--- config.mk ---
export PLATFORM = sky130hd
export DESIGN_NAME = ctrl_unit
export DESIGN_NICKNAME = d
export VERILOG_FILES = /design/src/rtl/cpu_pkg.sv /design/src/rtl/instr_decode.sv /design/src/rtl/ctrl_unit.sv
export SDC_FILE = /design/constraint.sdc
export NUM_CORES = 1
export LEC_CHECK = 0
export CORE_MARGIN = 4
export CORE_UTILIZATION = 43
export CTS_BUF_LIST = sky130_fd_sc_hd__clkbuf_8 sky130_fd_sc_hd__clkbuf_16
export DETAILED_ROUTE_END_ITERATION = 12
export PLACE_DENSITY = 0.79
export SLEW_MARGIN = 10
export SYNTH_ARGS = -nofsm -noshare
export SYNTH_HDL_FRONTEND = slang
export SYNTH_SLANG_ARGS = --single-unit
export TNS_END_PERCENT = 50
--- constraint.sdc ---
create_clock -name clk -period 2 [get_ports clk]
set_clock_uncertainty 0.2 [all_clocks]
set_input_delay 0.4 -clock clk [delete_from_list [all_inputs] [get_ports clk]]
set_output_delay 0.4 -clock clk [all_outputs]
set_load 0.02 [all_outputs]
--- src/rtl/cpu_pkg.sv ---
// Shared definitions for the small CPU: opcodes, ALU function codes, PC control
// codes, controller state encoding and the decoded-instruction record.
package cpu_pkg;

  localparam logic [3:0] OP_NOP  = 4'h0;
  localparam logic [3:0] OP_MOV  = 4'h1;
  localparam logic [3:0] OP_ADD  = 4'h2;
  localparam logic [3:0] OP_SUB  = 4'h3;
  localparam logic [3:0] OP_AND  = 4'h4;
  localparam logic [3:0] OP_OR   = 4'h5;
  localparam logic [3:0] OP_ADDI = 4'h6;
  localparam logic [3:0] OP_MVI  = 4'h7;
  localparam logic [3:0] OP_CMP  = 4'h8;
  localparam logic [3:0] OP_JMP  = 4'h9;
  localparam logic [3:0] OP_JZ   = 4'hA;
  localparam logic [3:0] OP_HALT = 4'hF;

  typedef enum logic [2:0] {
    ALU_ADD    = 3'b000,
    ALU_SUB    = 3'b001,
    ALU_AND    = 3'b010,
    ALU_OR     = 3'b011,
    ALU_PASS_B = 3'b100
  } alu_func_e;

  typedef enum logic [1:0] {
    PC_HOLD = 2'b00,
    PC_INC  = 2'b01,
    PC_LOAD = 2'b10
  } pc_ctrl_e;

  typedef enum logic [2:0] {
    S_IDLE,
    S_FETCH,
    S_DECODE,
    S_EXEC,
    S_WAIT,
    S_WB,
    S_PCUPD,
    S_HALT
  } state_e;

  typedef struct packed {
    alu_func_e alu_func;
    logic      alu_in_sel;
    logic      is_alu;
    logic      wr;
    logic      jmp;
    logic      jz;
    logic      halt;
    logic      illegal;
  } dec_t;

endpackage

--- src/rtl/instr_decode.sv ---
// Combinational opcode decoder: ALU function/operand select plus the
// instruction class bits the controller FSM branches on.
module instr_decode
  import cpu_pkg::*;
(
  input  logic [3:0] opcode_i,
  output dec_t       dec_o
);

  always_comb begin
    dec_o          = '0;
    dec_o.alu_func = ALU_ADD;
    case (opcode_i)
      OP_NOP:  ;
      OP_MOV:  begin dec_o.alu_func = ALU_PASS_B; dec_o.is_alu = 1'b1; dec_o.wr = 1'b1; end
      OP_ADD:  begin dec_o.alu_func = ALU_ADD;    dec_o.is_alu = 1'b1; dec_o.wr = 1'b1; end
      OP_SUB:  begin dec_o.alu_func = ALU_SUB;    dec_o.is_alu = 1'b1; dec_o.wr = 1'b1; end
      OP_AND:  begin dec_o.alu_func = ALU_AND;    dec_o.is_alu = 1'b1; dec_o.wr = 1'b1; end
      OP_OR:   begin dec_o.alu_func = ALU_OR;     dec_o.is_alu = 1'b1; dec_o.wr = 1'b1; end
      OP_ADDI: begin
        dec_o.alu_func   = ALU_ADD;
        dec_o.alu_in_sel = 1'b1;
        dec_o.is_alu     = 1'b1;
        dec_o.wr         = 1'b1;
      end
      OP_MVI:  begin
        dec_o.alu_func   = ALU_PASS_B;
        dec_o.alu_in_sel = 1'b1;
        dec_o.is_alu     = 1'b1;
        dec_o.wr         = 1'b1;
      end
      // CMP runs the ALU for the zero flag only; nothing is written back
      OP_CMP:  begin dec_o.alu_func = ALU_SUB; dec_o.is_alu = 1'b1; end
      OP_JMP:  dec_o.jmp  = 1'b1;
      OP_JZ:   dec_o.jz   = 1'b1;
      OP_HALT: dec_o.halt = 1'b1;
      default: dec_o.illegal = 1'b1;
    endcase
  end

endmodule

--- src/rtl/ctrl_unit.sv ---
// Multi-cycle controller: fetches an instruction, sequences the data_path
// operand/ALU chain, register write-back and the PC update.
module ctrl_unit
  import cpu_pkg::*;
#(
  parameter int unsigned WAIT_MAX = 15
) (
  input  logic        clk,
  input  logic        rst,
  input  logic        start,
  input  logic [15:0] ir,
  input  logic        en_out,
  input  logic        z_out,
  output logic        en_in,
  output logic [3:0]  reg_en,
  output logic [1:0]  rd,
  output logic [1:0]  rs,
  output logic        alu_in_sel,
  output logic [2:0]  alu_func,
  output logic [7:0]  offset,
  output logic [7:0]  offset_addr,
  output logic        en_pc_pulse,
  output logic [1:0]  pc_ctrl,
  output logic        halted,
  output logic        err
);

  localparam logic [3:0] WAIT_LAST = 4'(WAIT_MAX - 1);

  state_e      state_q, state_d;
  logic [15:0] ir_q, ir_d;
  logic [3:0]  wcnt_q, wcnt_d;
  logic        jump_q, jump_d;
  logic        err_q, err_d;
  dec_t        dec;

  // Decoding ir_q keeps every field stable from DECODE until the next FETCH.
  instr_decode u_dec (
    .opcode_i (ir_q[15:12]),
    .dec_o    (dec)
  );

  assign rd          = ir_q[11:10];
  assign rs          = ir_q[9:8];
  assign offset      = ir_q[7:0];
  assign offset_addr = ir_q[7:0];
  assign alu_func    = dec.alu_func;
  assign alu_in_sel  = dec.alu_in_sel;
  assign err         = err_q;

  always_ff @(posedge clk) begin
    if (rst) begin
      state_q <= S_IDLE;
      ir_q    <= '0;
      wcnt_q  <= '0;
      jump_q  <= 1'b0;
      err_q   <= 1'b0;
    end else begin
      state_q <= state_d;
      ir_q    <= ir_d;
      wcnt_q  <= wcnt_d;
      jump_q  <= jump_d;
      err_q   <= err_d;
    end
  end

  always_comb begin
    state_d     = state_q;
    ir_d        = ir_q;
    wcnt_d      = wcnt_q;
    jump_d      = jump_q;
    err_d       = err_q;
    en_in       = 1'b0;
    reg_en      = '0;
    en_pc_pulse = 1'b0;
    pc_ctrl     = PC_HOLD;
    halted      = 1'b0;

    case (state_q)
      S_IDLE: if (start) state_d = S_FETCH;
      S_FETCH: begin
        ir_d    = ir;
        state_d = S_DECODE;
      end
      S_DECODE: begin
        // z_out is only looked at here, so JZ sees the last ALU/CMP result
        jump_d = dec.jmp | (dec.jz & z_out);
        if (dec.illegal) begin
          err_d   = 1'b1;
          state_d = S_HALT;
        end else if (dec.halt) begin
          state_d = S_HALT;
        end else if (dec.is_alu) begin
          state_d = S_EXEC;
        end else begin
          state_d = S_PCUPD;
        end
      end
      S_EXEC: begin
        en_in   = 1'b1;
        wcnt_d  = '0;
        state_d = S_WAIT;
      end
      S_WAIT: begin
        if (en_out) begin
          state_d = S_WB;
        end else if (wcnt_q == WAIT_LAST) begin
          err_d   = 1'b1;
          state_d = S_HALT;
        end else begin
          wcnt_d = wcnt_q + 4'd1;
        end
      end
      S_WB: begin
        if (dec.wr) reg_en = 4'b0001 << rd;
        state_d = S_PCUPD;
      end
      S_PCUPD: begin
        en_pc_pulse = 1'b1;
        pc_ctrl     = jump_q ? PC_LOAD : PC_INC;
        state_d     = S_FETCH;
      end
      S_HALT: halted = 1'b1;
      default: state_d = S_IDLE;
    endcase
  end

endmodule

== Word level (Yosys, flattened, before mapping) ==
Index checks and enable logic that the tools add are counted.

* Register bits after elaboration: 25
* Bits in latches: 0
* Memory bits (writable): 0
* ROM bits: 0
* Input port bits: 21
* Output and inout port bits: 34
* Word-level logic and storage cells: 76
* Memories kept: 0

* Add/sub/neg operators: 1
* Multiply operators: 0
* Div/mod/pow operators: 0
* $lt $le $gt $ge: 0
* Equal/unequal tests: 25
* Shift-type cells: 1
* Mux-type cells: 28
* Bitwise gates (word level): 2
* Reduce and logical (&&, ||, !) cells: 14

{| class="wikitable"
|+ Operators with widths
! operator !! number
|-
| case mux 3 bit (7 select lines) || 1
|-
| equality test 4 bit, second input constant || 5
|-
| 2-to-1 mux 3 bit || 6
|-
| equality test 4 x 3 -> 1 bit, second input constant || 4
|-
| 2-to-1 mux 4 bit || 4
|-
| equality test 3 bit, second input constant || 4
|-
| 2-to-1 mux 1 bit || 12
|-
| case mux 3 bit (4 select lines) || 1
|-
| OR reduction 12 bit || 1
|-
| inequality test 2 bit, second input constant || 5
|-
| equality test 4 x 2 -> 1 bit, second input constant || 2
|-
| case mux 4 bit (2 select lines) || 1
|-
| OR reduction 8 bit || 1
|-
| nonzero test 7 bit || 1
|-
| OR reduction 7 bit || 1
|-
| equality test 3 x 2 -> 1 bit, second input constant || 2
|-
| AND reduction 3 bit || 2
|-
| OR reduction 2 bit || 3
|-
| adder 4 x 1 -> 4 bit, second input constant || 1
|-
| equality test 4 x 1 -> 1 bit, second input constant || 1
|-
| logical NOT 4 bit || 1
|-
| 2-to-1 mux 2 bit || 2
|-
| AND reduction 4 bit || 1
|-
| nonzero test 2 bit || 2
|-
| other kinds (7) || 7
|}

== Longest topological paths before layout ==
Gate-level depths: netlist (run 1).

* Depth in word-level cells: 7
* Depth in mapped cells: 5

== Hierarchy ==
Synthesis (run 1) repeated with hierarchy kept, for this count alone.

* Cells, all modules: 182
* Area, all modules: 1,485.2 µm²

{| class="wikitable"
|+ By module, submodules not included
! module !! times used !! cells each !! area each (µm²)
|-
| ctrl_unit || 1 || 162 || 1,318.8
|-
| instr_decode || 1 || 20 || 166.4
|}

== Least setup slack after synthesis (run 1) ==
Ideal clock, no wire load.

* Kind: register to output
* Start point: register state_q[0]
* End point: output port reg_en[0]
* Data arrival time: 1.528 ns
* Required time: 1.400 ns
* Slack: -0.128 ns
* Cell stages (with the launch flop): 4
* Cells stage by stage: dfxtp_1 -> clkbuf_1 -> or4b_1 -> nor3_1

* Cells in the longest elaborated chain, start to end: 2

{| class="wikitable"
|+ Ends and longest elaborated chain
! element !! RTL line !! RTL
|-
| from (decl) || ctrl_unit.sv:30 || <nowiki>state_e state_q, state_d;</nowiki>
|-
| from (signal assigned) || ctrl_unit.sv:59 || <nowiki>state_q <= state_d;</nowiki>
|-
| equality test 3 bit || ctrl_unit.sv:79 || <nowiki>case (state_q)</nowiki>
|-
| 2-to-1 mux 4 bit || ctrl_unit.sv:79 ||
|-
| to (decl) || ctrl_unit.sv:15 || <nowiki>output logic [3:0] reg_en,</nowiki>
|}

No other way between the ends.

== Final worst setup path (run 1) ==
* Start point: register state_q[1]
* End point: output port reg_en[2]

The elaborated chain is that of the path after synthesis.

==> impl_metrics.ini, run 1 <==
[sta]
finalHoldViolCount = 0
rsz0062_at_grt = yes
whs_ps = 265
max_freq_mhz = 468
layout_setup_ws_ps = -137
setup_viol = 4
relSlewSlack_pct = 65.7
setup_tns_ps = -518
period_needed_ps = 2140
tightest_slew_ps = 515
slew_violations = 0
period_share_pct = 107

[cells_and_area]
layout.nets = 245
area_delta_synth_final_pct = 38.4
diodes = 0
instances_no_fill = 265
drive_gt1_share_pct = 18.1
mostFrequentLayoutCell = clkdlybuf4s50_1
final_cell_mix = clkdlybuf4s50_1 (41), nand2_1 (35), dfxtp_1 (23)

[placed_design]
dp_slack_ps = -368
dp_hpwl_microns = 2580
placed_cells = 261
port_buffers = 54
gp_congestion = 0.843

[detailed_routing]
dr.first_iter.drc_count = 33
drc = 0
wirelength_microns = 3470
wire_per_inst_microns = 13.1
first_pass_iters = 4
vias = 1377
vias_per_cell = 5.20
ant_nets = 0

[synth]
synthArstFlopShare_pct = 0
ys_seq_area_share_pct = 35.1
synth_simple_gate_area_share_pct = 27.1
synth-warning-count = 0
synth_edf_count = 0
synth-compound-area-share_pct = 18.4
synth_cells = 184
synth_top_area_cell = dfxtp_1
synth_seq_cells = 25
synth.area.top_cells = dfxtp_1 (35%), buf_4 (11%), nand2_1 (9.2%)
yosysUniqueCellTypes = 37
synth_mux_area_share_pct = 0
synth_top_area_share_pct = 35.1
synth_top_family_by_area = simple AND/OR/NAND/NOR gates
synth-xor-area-share_pct = 1.23
syn_area_sq_um = 1430
syn-mean-instance-area_sq_um = 7.75
synth_fa_ha_area_share_pct = 1.76
synth_fp_nets = 207
synthFlopType = dfxtp_1

[grt]
grt_pass1_vias = 1286
grt_max_degree = 23
gr-total-overflow = 0
antenna_found_initial = 0
grt_use_total_pct = 15.9
grt_first_pass_wirelength_microns = 5490

[worst_setup_path]
cp.arrival_ps = 1540
cp.required_ps = 1400
path_class = reg -> out
crit_cells = 4
cp_max_fo = 4
critPathLaunch = state_q[1]
slowest_delay_ps = 520
rrSetupSlack_ps = 70
setup.worst_path.end = reg_en[2]
end_kind = output port
cp_slowest_cell = or4b_4
r2r_end = wcnt_q[3]
rr_startpoint = state_q[2]
critPathBufInv = 1
cp_top_family = simple AND/OR/NAND/NOR gates
critPathLaunchType = flop
crit_chain = nand2b_4, or4b_4, nor3_2, buf_4
r2r_cells = 4

[floorplan]
fp.coreArea_sq_um = 3100
initial_core_util_pct = 45.9
dieArea_sq_um = 4300
ios = 55
rows = 20
die_h_microns = 65.6
die_width_microns = 65.6

[run_status]
status = complete, but fails checks
violations = negative setup slack

[min_path]
hold_path_class = reg -> reg

[power]
p_leak_nw = 0.727
irDropWorstVdd_mv = 0.467
power_density_nw_per_um2 = 796
power.total_mw = 1.57

[cts]
cts.clk_slew.worst_paths_ps = 90
cts_buffer_depth = 2
cts_buffers = 3
cts_htree_levels = 1
cts_tree = yes
cts-root-buf = clkbuf_8
clk_latency_ps = 270
clkSinkCount = 25

[job]
maxCapViolCount = 0
-- area by class of cell --
class,count,area (sq um)
Tap cell,44,55.1
Multi-Input combinational cell,118,728
Timing Repair Buffer,67,611
Clock inverter,1,5.00
Sequential cell,25,505
Fill cell,295,1130
Clock buffer,3,41.3
Inverter,7,26.3
-- sequential cells by signal, summed over array words and instances (netlist names) --
signal / count
ir_q: 16
wcnt_q: 4
err: 1
state_q: 3
jump_q: 1
-- worst min-delay path by stage --
stage / from / end / slack (ps) / depth (start not counted)
5_1_grt: ir_q[9] / ir_q[9] / 310 / 2
2_1_floorplan: ir_q[8] / ir_q[8] / 240 / 2
6_report: ir_q[9] / ir_q[9] / 270 / 2
4_1_cts: ir_q[9] / ir_q[9] / 270 / 2
3_5_place_dp: ir_q[9] / ir_q[9] / 260 / 2
3_3_place_gp: ir_q[9] / ir_q[9] / 240 / 2
-- tightest hold or removal path: stages, from the launching register on --
cell     delay, ps
dfxtp_1        320
nand2_1         50
a21oi_1         50
-- cell families after synthesis --
kind of cell	after synthesis
fa+ha+maj	2
compound gates	40
simple gates	74
buf+inv	41
flops	25
xor+xnor	2
-- report_power, final --
| group | leakage (nW) | switching, mW | internal (mW) | total, mW |
|---|---|---|---|---|
| combinational | 0.497 | 0.349 | 0.312 | 0.661 |
| sequential | 0.204 | 0.0454 | 0.562 | 0.607 |
| clock | 0.0255 | 0.162 | 0.140 | 0.301 |
-- routing by layer --
metal	vias up	share of wire, %	global-route usage (%)
met3	2	5.7	3.25
met5	-	0	0
met4	0	0.81	4.92
met1	650	43	18.8
li1	685	-	-
met2	40	50	28.6
-- timing repair --
item	CTS	global route
cloned	0	0
endpoints found under the setup margin	14	12
gates resized for setup	45	16
hold buffers	0	0
hold endpoints to repair	0	0
buffers inserted	0	0
-- Yosys cell counts (3+ instances only) --
| master | n |
|---|---|
| a211oi_1 | 5 |
| a21oi_1 | 19 |
| and3_1 | 3 |
| buf_2 | 3 |
| buf_4 | 20 |
| clkbuf_1 | 9 |
| dfxtp_1 | 25 |
| inv_1 | 7 |
| nand2_1 | 35 |
| nand2b_1 | 4 |
| nand3b_1 | 3 |
| nor2_1 | 4 |
| nor3_1 | 7 |
| nor3b_1 | 3 |
| o31ai_1 | 3 |
| or3_1 | 3 |
| or3b_1 | 3 |
| or4_1 | 3 |
-- through the flow --
| step | util [%] | area (sq um) |
|---|---|---|
| floorplan | - | 1430 |
| global placement | 61.6 | 1910 |
| global route | 63.5 | 1970 |
| detailed placement | 61.6 | 1910 |
| CTS | 62.7 | 1940 |
| finish | 63.5 | 1970 |
No activity file was read; power rests on OpenSTA's default activity.
==> run 2, diff against run 1 <==
CORE_MARGIN = unset   (was 4)
==> run 2 against run 1 <==
  * The run still ends with negative setup slack left
  * Setup slack got worse by 16 ps
  * Final area grew 0.83%
  * First-iteration DRC count down 24%
  * Register-to-register slack barely moved
  * Power is 0.65% higher
  * Final cell count increased by 0.38%
  * Combinational power rose by 3%
  * Via count grew 0.58%
  * Sequential power is essentially flat
  * Sequential cell count stayed put
  * Critical endpoint unchanged
==> impl_metrics.ini, run 2 (synthesis results as in run 1) <==
[cts]
cts.clk_slew.worst_paths_ps = 80
cts_resized = 46
cts_tree = yes
cts_buffer_depth = 2
cts_buffers = 3
cts-root-buf = clkbuf_8
cts_setup_buffers = 0
cts_htree_levels = 1
holdBufCountCts = 0
clk_latency_ps = 260
clkSinkCount = 25

[cells_and_area]
instances_no_fill = 266
top_regs = ir_q x16, wcnt_q x4, state_q x3
drive_gt1_share_pct = 18.5
top_register = ir_q
register_area_sq_um = 505
diodes = 0
num-fill-cells = 284
mostFrequentLayoutCell = clkdlybuf4s50_1
largest_register_ffs = 16
layout.nets = 246
multiInputGateArea_sq_um = 738
final_cell_mix = clkdlybuf4s50_1 (40), nand2_1 (35), dfxtp_1 (23)
area_delta_synth_final_pct = 39.5

[grt]
antenna_found_initial = 0
grt_pass1_vias = 1320
grt_first_pass_wirelength_microns = 5840
grt_use_total_pct = 21.6
gr-total-overflow = 0
grt_max_degree = 17

[worst_setup_path]
setup.worst_path.end = reg_en[2]
path_class = reg -> out
crit_cells = 4
critPathLaunchType = flop
cp_max_fo = 4
r2r_end = wcnt_q[3]
critPathLaunch = state_q[1]
cp_slowest_cell = or4b_4
end_kind = output port
cp.required_ps = 1400
rrSetupSlack_ps = 80
r2r_cells = 4
slowest_delay_ps = 530
cp.arrival_ps = 1550
critPathBufInv = 1
rr_startpoint = state_q[2]
crit_chain = nand2b_4, or4b_4, nor3_2, buf_4
cp_top_family = simple AND/OR/NAND/NOR gates

[detailed_routing]
drc = 0
wirelength_microns = 3590
ant_nets = 0
vias = 1385
first_pass_iters = 4
dr.first_iter.drc_count = 25
wire_per_inst_microns = 13.5
vias_per_cell = 5.21

[sta]
tightest_slew_ps = 545
layout_setup_ws_ps = -154
setup_viol = 4
setup_tns_ps = -574
period_share_pct = 108
relSlewSlack_pct = 63.7
slew_violations = 0
period_needed_ps = 2150
rsz0062_at_grt = yes
finalHoldViolCount = 0
max_freq_mhz = 464

[floorplan]
rows = 20
fp.coreArea_sq_um = 3100
die_h_microns = 59.6
dieArea_sq_um = 3550
die_width_microns = 59.6
initial_core_util_pct = 45.9
ios = 55

[placed_design]
dp_slack_ps = -396
dp_hpwl_microns = 2600
port_buffers = 54
placed_cells = 262
gp_congestion = 0.773

[run_status]
status = complete, but fails checks
violations = negative setup slack

[power]
irDropWorstVdd_mv = 0.462
p_leak_nw = 0.754
power_density_nw_per_um2 = 794

[job]
maxCapViolCount = 0

[min_path]
hold_path_class = reg -> reg
==> run 2: area by class of cell <==
type / count / share of cell area (%)
multi-input cells: 118 / 37.1
flip-flops and latches: 25 / 25.4
repair buffers: 68 / 31.1
clock buffers: 3 / 2.08
well taps: 44 / 2.77
inverters: 7 / 1.32
clock inverters: 1 / 0.189
==> run 2: worst reg2reg max path, stage by stage (launching register included) <==
cell and delay [ps]:
dfxtp_4 380, buf_6 140, or3b_1 410, or4_1 480, a211oi_1 240
==> run 2: routing by layer <==
layer / global-route usage (%) / share of wire, %
met4: 5.98 / 1.1
met3: 3.49 / 3.5
met5: 0 / 0
met1: 25.3 / 42
met2: 40.1 / 53
==> run 2: through the flow <==
stage	power (mW)	util [%]	instance area (sq um)	hold slack (ps)
after floorplan	1.06	-	1430	237
after global placement	1.25	61.9	1920	240
after detailed placement	1.27	61.9	1920	252
after CTS	1.57	63.5	1970	265
after global routing	1.67	64.1	1990	282
final	1.58	64.1	1990	264
==> run 2: worst min-delay path by stage <==
| stage | start | to | slack, ps | depth (start not counted) |
|---|---|---|---|---|
| 5_1_grt | ir_q[9] | ir_q[9] | 280 | 2 |
| 3_3_place_gp | ir_q[8] | ir_q[8] | 240 | 2 |
| 6_report | ir_q[8] | ir_q[8] | 260 | 2 |
| 4_1_cts | ir_q[8] | ir_q[8] | 260 | 2 |
| 3_5_place_dp | ir_q[8] | ir_q[8] | 250 | 2 |
| 2_1_floorplan | ir_q[8] | ir_q[8] | 240 | 2 |
==> run 2: where the power goes <==
part / internal (mW) / switching (mW)
sequential: 0.562 / 0.0471
combinational: 0.317 / 0.362
clock: 0.137 / 0.154
total: 1.02 / 0.563
